**config.mk**
```make
export PLATFORM = sky130hd
export DESIGN_NAME = taxi_axis_gmii_rx_lenchk
export DESIGN_NICKNAME = d
export VERILOG_FILES = /design/src/rtl/taxi_axis_gmii_rx_lenchk.sv
export SDC_FILE = /design/constraint.sdc
export NUM_CORES = 1
export LEC_CHECK = 0
export CELL_PAD_IN_SITES_DETAIL_PLACEMENT = 1
export CELL_PAD_IN_SITES_GLOBAL_PLACEMENT = 2
export CORE_AREA = 10 10 176 178
export DETAILED_ROUTE_END_ITERATION = 16
export DIE_AREA = 0 0 186 188
export GPL_TIMING_DRIVEN = 0
export PLACE_DENSITY = 0.75
export SYNTH_ARGS = -nofsm -noshare
export SYNTH_HDL_FRONTEND = slang
export SYNTH_SLANG_ARGS = --single-unit
```
**constraint.sdc**
```tcl
create_clock -name clk -period 3.1 [get_ports clk]
set_input_delay 0.62 -clock clk [delete_from_list [all_inputs] [get_ports clk]]
set_output_delay 0.62 -clock clk [all_outputs]
set_load 0.03 [all_outputs]
```
**src/rtl/taxi_axis_gmii_rx_lenchk.sv**
```systemverilog
// -----------------------------------------------------------------------------
// taxi_axis_gmii_rx_lenchk
// GMII/MII frame receiver with runtime length policing. It strips the
// preamble and SFD, checks the CRC-32 FCS and strips it, polices the minimum
// and maximum frame length, and emits each frame on a flattened AXI4-Stream
// source. tuser[0] marks a bad frame on the tlast beat.
//
// Optional build macro: TAXI_GMII_RX_LENCHK_VLAN_EN
//   When defined, the maximum length limit is raised by 4 for frames whose
//   bytes 12-13 carry the 802.1Q TPID 0x8100.
//
// Ports
//   clk, rst                 clock, synchronous active-high reset
//   gmii_rxd/_rx_dv/_rx_er   GMII/MII receive inputs
//   m_axis_rx_*              AXI4-Stream source (tready is ignored)
//   ptp_ts                   free-running PTP time, captured at SFD
//   clk_enable               qualifies every input sample
//   mii_select               1 = MII nibbles on gmii_rxd[3:0], low nibble first
//   cfg_rx_enable            0 = drop frames (sampled at SFD)
//   cfg_rx_min_pkt_len       minimum frame length incl. FCS
//   cfg_rx_max_pkt_len       maximum frame length incl. FCS
//   start_packet             pulse on SFD acceptance
//   error_*                  per-frame status pulses, aligned with tlast
//   frame_len                length incl. FCS of the last frame, held
// -----------------------------------------------------------------------------
module taxi_axis_gmii_rx_lenchk #(
   parameter int DATA_W    = 8,
   parameter bit PTP_TS_EN = 1'b0,
   parameter int PTP_TS_W  = 96,
   parameter int MAX_LEN_W = 14,
   localparam int USER_W   = (PTP_TS_EN ? PTP_TS_W : 0) + 1
) (
   input  logic                  clk,
   input  logic                  rst,
   input  logic [DATA_W-1:0]     gmii_rxd,
   input  logic                  gmii_rx_dv,
   input  logic                  gmii_rx_er,
   output logic [DATA_W-1:0]     m_axis_rx_tdata,
   output logic                  m_axis_rx_tvalid,
   input  logic                  m_axis_rx_tready,
   output logic                  m_axis_rx_tlast,
   output logic [USER_W-1:0]     m_axis_rx_tuser,
   input  logic [PTP_TS_W-1:0]   ptp_ts,
   input  logic                  clk_enable,
   input  logic                  mii_select,
   input  logic                  cfg_rx_enable,
   input  logic [6:0]            cfg_rx_min_pkt_len,
   input  logic [MAX_LEN_W-1:0]  cfg_rx_max_pkt_len,
   output logic                  start_packet,
   output logic                  error_bad_frame,
   output logic                  error_bad_fcs,
   output logic                  error_runt,
   output logic                  error_oversize,
   output logic [MAX_LEN_W-1:0]  frame_len
);

   if (DATA_W != 8) begin : g_bad_width
      $fatal(1, "taxi_axis_gmii_rx_lenchk: DATA_W must be 8");
   end

   localparam logic [31:0] CRC_RESIDUE = 32'hDEBB20E3;

   typedef enum logic [1:0] {ST_IDLE, ST_PREAMBLE, ST_PAYLOAD, ST_DROP} state_t;

   // Reflected CRC-32 (poly 0xEDB88320), one byte, no final inversion.
   function automatic logic [31:0] crc_step(input logic [31:0] c, input logic [7:0] d);
      logic [31:0] x;
      x = c;
      for (int i = 0; i < 8; i++) begin
         x = (x[0] ^ d[i]) ? ((x >> 1) ^ 32'hEDB88320) : (x >> 1);
      end
      return x;
   endfunction

   state_t                r_state, w_state_next;
   logic [3:0]            r_nib;
   logic                  r_nib_er, r_nib_pend;
   logic [DATA_W-1:0]     r_dly [0:4];
   logic [31:0]           r_crc;
   logic [MAX_LEN_W-1:0]  r_len, r_out_cnt, r_frame_len;
   logic                  r_er_seen;
   logic [DATA_W-1:0]     r_tdata;
   logic                  r_tvalid, r_tlast, r_bad;
   logic                  r_start, r_err_fcs, r_err_runt, r_err_over;

   logic                  w_slot, w_dv, w_er, w_odd;
   logic [DATA_W-1:0]     w_byte;
   logic                  w_sfd, w_shift, w_emit, w_last, w_bad;
   logic                  w_fcs_bad, w_runt, w_over;
   logic [MAX_LEN_W-1:0]  w_len_inc, w_frame_len;
   logic [MAX_LEN_W:0]    w_limit;
   logic                  w_unused;

   assign w_unused  = ^{m_axis_rx_tready, ptp_ts};
   assign w_len_inc = (&r_len) ? r_len : r_len + MAX_LEN_W'(1);

`ifdef TAXI_GMII_RX_LENCHK_VLAN_EN
   logic r_tpid_hi, r_vlan;
   always_ff @(posedge clk) begin
      if (rst || w_sfd) begin
         r_tpid_hi <= 1'b0;
         r_vlan    <= 1'b0;
      end else if (w_shift) begin
         if (r_len == MAX_LEN_W'(12)) r_tpid_hi <= (w_byte == 8'h81);
         if (r_len == MAX_LEN_W'(13)) r_vlan    <= r_tpid_hi && (w_byte == 8'h00);
      end
   end
   assign w_limit = {1'b0, cfg_rx_max_pkt_len} + (r_vlan ? (MAX_LEN_W+1)'(4) : '0);
`else
   assign w_limit = {1'b0, cfg_rx_max_pkt_len};
`endif

   // Byte-slot formation: in MII mode a slot exists only once a nibble pair
   // is complete; a dv-low sample is always a slot so frame end is seen.
   always_comb begin
      w_slot = 1'b0;
      w_dv   = 1'b0;
      w_byte = '0;
      w_er   = 1'b0;
      w_odd  = 1'b0;
      if (clk_enable) begin
         if (mii_select) begin
            if (gmii_rx_dv) begin
               if (r_nib_pend) begin
                  w_slot = 1'b1;
                  w_dv   = 1'b1;
                  w_byte = {gmii_rxd[3:0], r_nib};
                  w_er   = gmii_rx_er | r_nib_er;
               end
            end else begin
               w_slot = 1'b1;
               w_odd  = r_nib_pend;
            end
         end else begin
            w_slot = 1'b1;
            w_dv   = gmii_rx_dv;
            w_byte = gmii_rxd;
            w_er   = gmii_rx_er;
         end
      end
   end

   always_ff @(posedge clk) begin
      if (rst) begin
         r_nib      <= '0;
         r_nib_er   <= 1'b0;
         r_nib_pend <= 1'b0;
      end else if (clk_enable && mii_select) begin
         if (gmii_rx_dv && !r_nib_pend) begin
            r_nib      <= gmii_rxd[3:0];
            r_nib_er   <= gmii_rx_er;
            r_nib_pend <= 1'b1;
         end else begin
            r_nib_pend <= 1'b0;
         end
      end
   end

   always_ff @(posedge clk) begin
      if (rst) r_state <= ST_IDLE;
      else     r_state <= w_state_next;
   end

   always_comb begin
      w_state_next = r_state;
      w_sfd        = 1'b0;
      w_shift      = 1'b0;
      w_emit       = 1'b0;
      w_last       = 1'b0;
      w_bad        = 1'b0;
      w_fcs_bad    = 1'b0;
      w_runt       = 1'b0;
      w_over       = 1'b0;
      w_frame_len  = r_len;
      if (w_slot) begin
         case (r_state)
            ST_IDLE: begin
               // dv with er in idle is a carrier event, not a frame
               if (w_dv && !w_er) w_state_next = (w_byte == 8'h55) ? ST_PREAMBLE : ST_DROP;
            end
            ST_PREAMBLE: begin
               if (!w_dv) begin
                  w_state_next = ST_IDLE;
               end else if (w_byte == 8'hD5 && cfg_rx_enable) begin
                  w_state_next = ST_PAYLOAD;
                  w_sfd        = 1'b1;
               end else if (w_byte != 8'h55) begin
                  w_state_next = ST_DROP;
               end
            end
            ST_PAYLOAD: begin
               if (w_dv) begin
                  w_shift = 1'b1;
                  // Once five bytes are held, the oldest is known not to be FCS.
                  if (r_len >= MAX_LEN_W'(5)) begin
                     w_emit = 1'b1;
                     if ({1'b0, r_out_cnt} == w_limit) begin
                        w_last       = 1'b1;
                        w_over       = 1'b1;
                        w_bad        = 1'b1;
                        w_frame_len  = w_len_inc;
                        w_state_next = ST_DROP;
                     end
                  end
               end else begin
                  w_state_next = ST_IDLE;
                  w_emit       = 1'b1;
                  w_last       = 1'b1;
                  w_fcs_bad    = (r_crc != CRC_RESIDUE);
                  w_runt       = (r_len < {{(MAX_LEN_W-7){1'b0}}, cfg_rx_min_pkt_len})
                               || (r_len < MAX_LEN_W'(5));
                  w_over       = ({1'b0, r_len} > w_limit);
                  w_bad        = w_fcs_bad | w_runt | w_over | r_er_seen | w_odd;
               end
            end
            default: begin
               if (!w_dv) w_state_next = ST_IDLE;
            end
         endcase
      end
   end

   // Payload delay line: stage 0 takes the new byte, the rest shift along.
   always_ff @(posedge clk) begin
      if (rst)          r_dly[0] <= '0;
      else if (w_shift) r_dly[0] <= w_byte;
   end

   for (genvar gi = 1; gi < 5; gi++) begin : g_dly
      always_ff @(posedge clk) begin
         if (rst)          r_dly[gi] <= '0;
         else if (w_shift) r_dly[gi] <= r_dly[gi-1];
      end
   end

   always_ff @(posedge clk) begin
      if (rst) begin
         r_crc       <= 32'hFFFFFFFF;
         r_len       <= '0;
         r_out_cnt   <= '0;
         r_er_seen   <= 1'b0;
         r_tdata     <= '0;
         r_tvalid    <= 1'b0;
         r_tlast     <= 1'b0;
         r_bad       <= 1'b0;
         r_start     <= 1'b0;
         r_err_fcs   <= 1'b0;
         r_err_runt  <= 1'b0;
         r_err_over  <= 1'b0;
         r_frame_len <= '0;
      end else begin
         if (w_sfd) begin
            r_crc     <= 32'hFFFFFFFF;
            r_len     <= '0;
            r_out_cnt <= '0;
            r_er_seen <= 1'b0;
         end else if (w_shift) begin
            r_crc <= crc_step(r_crc, w_byte);
            r_len <= w_len_inc;
            if (w_er) r_er_seen <= 1'b1;
         end
         if (w_emit && !(&r_out_cnt)) r_out_cnt <= r_out_cnt + MAX_LEN_W'(1);
         if (w_emit) r_tdata <= (r_len >= MAX_LEN_W'(5)) ? r_dly[4] : '0;
         if (w_emit && w_last) r_frame_len <= w_frame_len;
         r_tvalid   <= w_emit;
         r_tlast    <= w_emit & w_last;
         r_bad      <= w_emit & w_last & w_bad;
         r_start    <= w_sfd;
         r_err_fcs  <= w_fcs_bad;
         r_err_runt <= w_runt;
         r_err_over <= w_over;
      end
   end

   if (PTP_TS_EN) begin : g_ptp
      logic [PTP_TS_W-1:0] r_ts;
      always_ff @(posedge clk) begin
         if (rst)        r_ts <= '0;
         else if (w_sfd) r_ts <= ptp_ts;
      end
      assign m_axis_rx_tuser = {r_ts, r_bad};
   end else begin : g_no_ptp
      assign m_axis_rx_tuser = r_bad;
   end

   assign m_axis_rx_tdata  = r_tdata;
   assign m_axis_rx_tvalid = r_tvalid;
   assign m_axis_rx_tlast  = r_tlast;
   assign start_packet     = r_start;
   assign error_bad_frame  = r_bad;
   assign error_bad_fcs    = r_err_fcs;
   assign error_runt       = r_err_runt;
   assign error_oversize   = r_err_over;
   assign frame_len        = r_frame_len;

endmodule
```
# Word-level counts from Yosys, hierarchy flattened
# Memories as Yosys holds them, arrays and structs flattened.
# Index checks and enable logic that the tools add are counted.
# op_classes
addsub,2
n_lt_le_gt_ge,4
eq_ne,12
muxes,76
bitwise_logic,30
n_reduce_logical,20
# ops
op,count
two-way mux 32 bit,8
two-way mux 14 bit,8
NOT 13 -> 14 bit,8
two-way mux 8 bit,10
two-way mux 1 bit,40
"!= test 32 bit, second input constant",1
"adder 14 x 1 -> 14 bit, second input constant",2
AND reduction 14 bit,2
two-way mux 2 bit,9
== test 14 bit,1
"greater-or-equal comparator 14 x 3 -> 1 bit, second input constant",1
greater-than comparator 14 bit,1
"less-than comparator 14 x 3 -> 1 bit, second input constant",1
less-than comparator 14 x 7 -> 1 bit,1
OR 1 bit,10
"== test 8 x 7 -> 1 bit, second input constant",1
"== test 8 bit, second input constant",1
"!= test 8 x 7 -> 1 bit, second input constant",1
bitwise XOR 1 bit,8
logical AND 1 bit,6
"!= test 3 bit, second input constant",2
one-hot mux 2 bit (3 select lines),1
AND reduction 6 bit,1
"!= test 4 x 1 -> 1 bit, second input constant",1
other kinds (14),19
# word_totals
regBits,98
ram_bits,40
inputBits,133
output_inout_bits,30
word_cells,162
memories,1
# mem_list
memory,depth,width,rd,rd_ports_with_merged_regs,wr,line_no,rtl
r_dly,5,8,5,0,5,78,logic [DATA_W-1:0] r_dly [0:4];

# Depth between registers and ports, before layout
# Gate-level depths: netlist of run 1.
# logic_depth
word_depth,20
depth_mapped,11
ltp_nobuf,9

# Worst setup path after synthesis of run 1
# OpenSTA, ideal clock, no wires.
# synth_timing
path_kind,input -> register
startpoint,input mii_select
endpoint,"memory r_dly[0][0], enable pin"
t_arrival_ps,2567
slack_ps,153
stages,7
n_path_buf,4
cell_sequence,buf_2 nor2b_1 clkbuf_1 nor3b_1 clkbuf_1 clkbuf_1 or2_2
# synth_lines
item,line_no,rtl
from (decl),45,"input logic mii_select,"
to (decl),78,

==> out/qor.yml, run 1 <==
status: "completed"
fin_skew_ns: 0.009838
final.period_utilization: 0.9780
required_ns: 3.28
routed_via_density: 4.932
portBuffers: 65
clk_latency_ns: 0.43
yosys_warnings: 0
post-route-min-period_ns: 3.032
crit_path_end_kind: "flip-flop"
antenna_left: 0
area_growth_pct: 23.30
overflow: 0
synth_ff_type: "dfxtp_1"
power.leakage_uw: 0.003616
multi_input_area_um2: 4091
die_area_um2: 34970
cts_sinks: 138
critical_path_class: "input port to flip-flop"
p_per_area_nw_per_um2: 490.3
finalCoreUtilization: 0.3383
drc: 0
core_um2: 27480
worstMarginPinSlew_ns: 0.6710
vdd_drop_max_uv: 335.5
vias: 6200
dieHeight_um: 188
die-width_um: 186
dr.pass1.iters: 5
setup_viol: 0
nFillCells: 3139
max-slew-margin-rel: 0.5470
synth_fa_ha_area_frac: 0.03983
path_clk_slew_ns: 0.07
wl_um: 22730
fmax_ghz: 0.3298
seq_area_frac_synth: 0.4196
netlist_area_um2: 7538
nets: 1055
diodes: 0
grt_pass1_wl_um: 36780
track_usage: 0.1327
syn-instance-count: 815
synth_compound_area_frac: 0.1374
yosys.area_share.simple: 0.2027
slew_viol_final: 0
critPathLaunchType: "input port"
crit_arrival_ns: 3.21
hold_path.class: "flip-flop to flip-flop"
cts_tree: "yes"
pin_count: 163
synth_edf_count: 40
yosys-mux-area-fraction: 0.01461
mostFrequentLayoutCell: "dfxtp_1"
finalHoldViolations: 0
setup_tns_ns: 0
wire_per_inst_um: 18.08
dp_hpwl_um: 16740
gp_congestion: 0.8006
async_reset_ff_frac: 0
num_rows: 61
grt_start_max_net_pins: 21
syn_avg_cell_area_um2: 9.250
h-tree-depth: 4
synth_xor_area_frac: 0.1388
start_util: 0.2744
drtIter0Drc: 249
seqCellArea_um2: 3166
drive_gt1_frac: 0.1021
holdBufCountCts: 0
mostFrequentLayoutCells: "dfxtp_1 (96), nor2_1 (88), xnor2_1 (72)"
place_inst: 1226
grt_antenna_before_repair: 1
ys_types: 65
synth_top_family_by_area: "simple AND/OR/NAND/NOR gates"
ys_ff_latch: 138
path_max_fanout: 10
synth_fp_nets: 972
grt_pass1_vias: 6532
cts_made_buffers: 17
cts_root_buffer: "clkbuf_16"
clk_path_buf_depth: 2
fin_hold_ws_ns: 0.4888
finalNonFillerCells: 1257
max_cap_violations: 0
==> state kept, by name (all words and copies together) (netlist names), 2 cells and up <==
register,flops
r_dly,40
r_crc,32
frame_len,14
r_len,14
r_out_cnt,14
m_axis_rx_tdata,8
r_nib,4
r_state,2
==> per-layer routing <==
layer | wire (um) | vias up | track usage
li1 | - | 3047 | -
met1 | 10610 | 3038 | 0.1695
met2 | 10840 | 96 | 0.2173
met3 | 967 | 19 | 0.02919
met4 | 306 | 0 | 0.03939
met5 | 0 | - | 0
==> kinds of logic (layout without fill, tap and decap cells) <==
kind of cell               Yosys count  in the layout
xor gates and xnor gates           111            111
buffers and inverters               79            174
and+or+nand+nor                    295            296
DFF                                138            138
AOI/OAI and AO/OA                  157            157
muxes                               11             11
adders and majority gates           24             24
==> synth_stat cells (all sizes together), types with 21 or more instances <==
| cell type | n | area, um^2 |
|---|---|---|
| edfxtp | 40 | 1201 |
| nor2 | 89 | 334.1 |
| dfxtp | 98 | 1962 |
| xor2 | 33 | 304.0 |
| inv | 30 | 112.6 |
| ha | 24 | 300.3 |
| clkbuf | 28 | 105.1 |
| and3 | 41 | 256.5 |
| buf | 21 | 137.6 |
| nor3 | 21 | 105.1 |
| o21ai | 33 | 168.9 |
| xnor2 | 75 | 671.9 |
| a211oi | 22 | 165.2 |
| nand2 | 45 | 168.9 |
| a21oi | 42 | 210.2 |
==> critical path: stages <==
cell	delay [ns]
clkdlybuf4s50_1	0.46
nand2b_1	0.20
a211o_1	0.34
or4_4	0.53
or3_4	0.42
nor2b_1	0.15
buf_6	0.16
buf_6	0.14
and3_1	0.18
==> cell type report <==
| cell class | count | area share |
|---|---|---|
| clock buffer | 17 | 0.04577 |
| buffer | 46 | 0.02733 |
| multi-input combinational | 599 | 0.4402 |
| timing repair buffer | 66 | 0.07000 |
| clock inverter | 15 | 0.01750 |
| inverter | 30 | 0.01211 |
| tap | 346 | 0.04657 |
| sequential | 138 | 0.3406 |
==> where the power goes <==
group          leakage (uW)  internal (uW)  total (uW)  switching, uW
Combinational       0.00213            248         575            327
Clock              0.000283           1200        2050            852
Sequential          0.00121           1910        1930           29.1
Total               0.00362           3350        4560           1210
==> path summary, 6_finish.rpt <==
path                                   from            endpoint  slack, ns  cells after the start
worst max-delay path            gmii_rxd[4]         r_dly[1][7]       0.07                      9
worst min-delay path            r_dly[4][5]  m_axis_rx_tdata[5]       0.49                      2
worst max register to register   r_nib_pend         r_dly[1][7]       0.25                      9
worst min register to register  r_dly[4][5]  m_axis_rx_tdata[5]       0.49                      2
==> repair_timing <==
action | CTS | global route
pin swaps | 1 | 2
gates resized for setup | 22 | 19
gates cloned | 1 | 0
endpoints found under the setup margin | 152 | 104
setup buffers | 0 | 1
==> through the flow <==
step	cell area (um^2)	power [uW]	setup WS [ns]
floorplan	7538	2348	0.1534
global placement	8622	2539	-1.405
detailed placement	8622	2543	-1.444
CTS	9256	4623	0.009955
global route	9295	4752	-0.01084
finish	9295	4558	0.06825
Power figures use the tool's default switching activity.
==> inputs of run 2 (changes only) <==
- CAP_MARGIN: not set -> 20
==> results of run 2 <==
The final DEF is identical to that of run 1; final timing and power are the same.
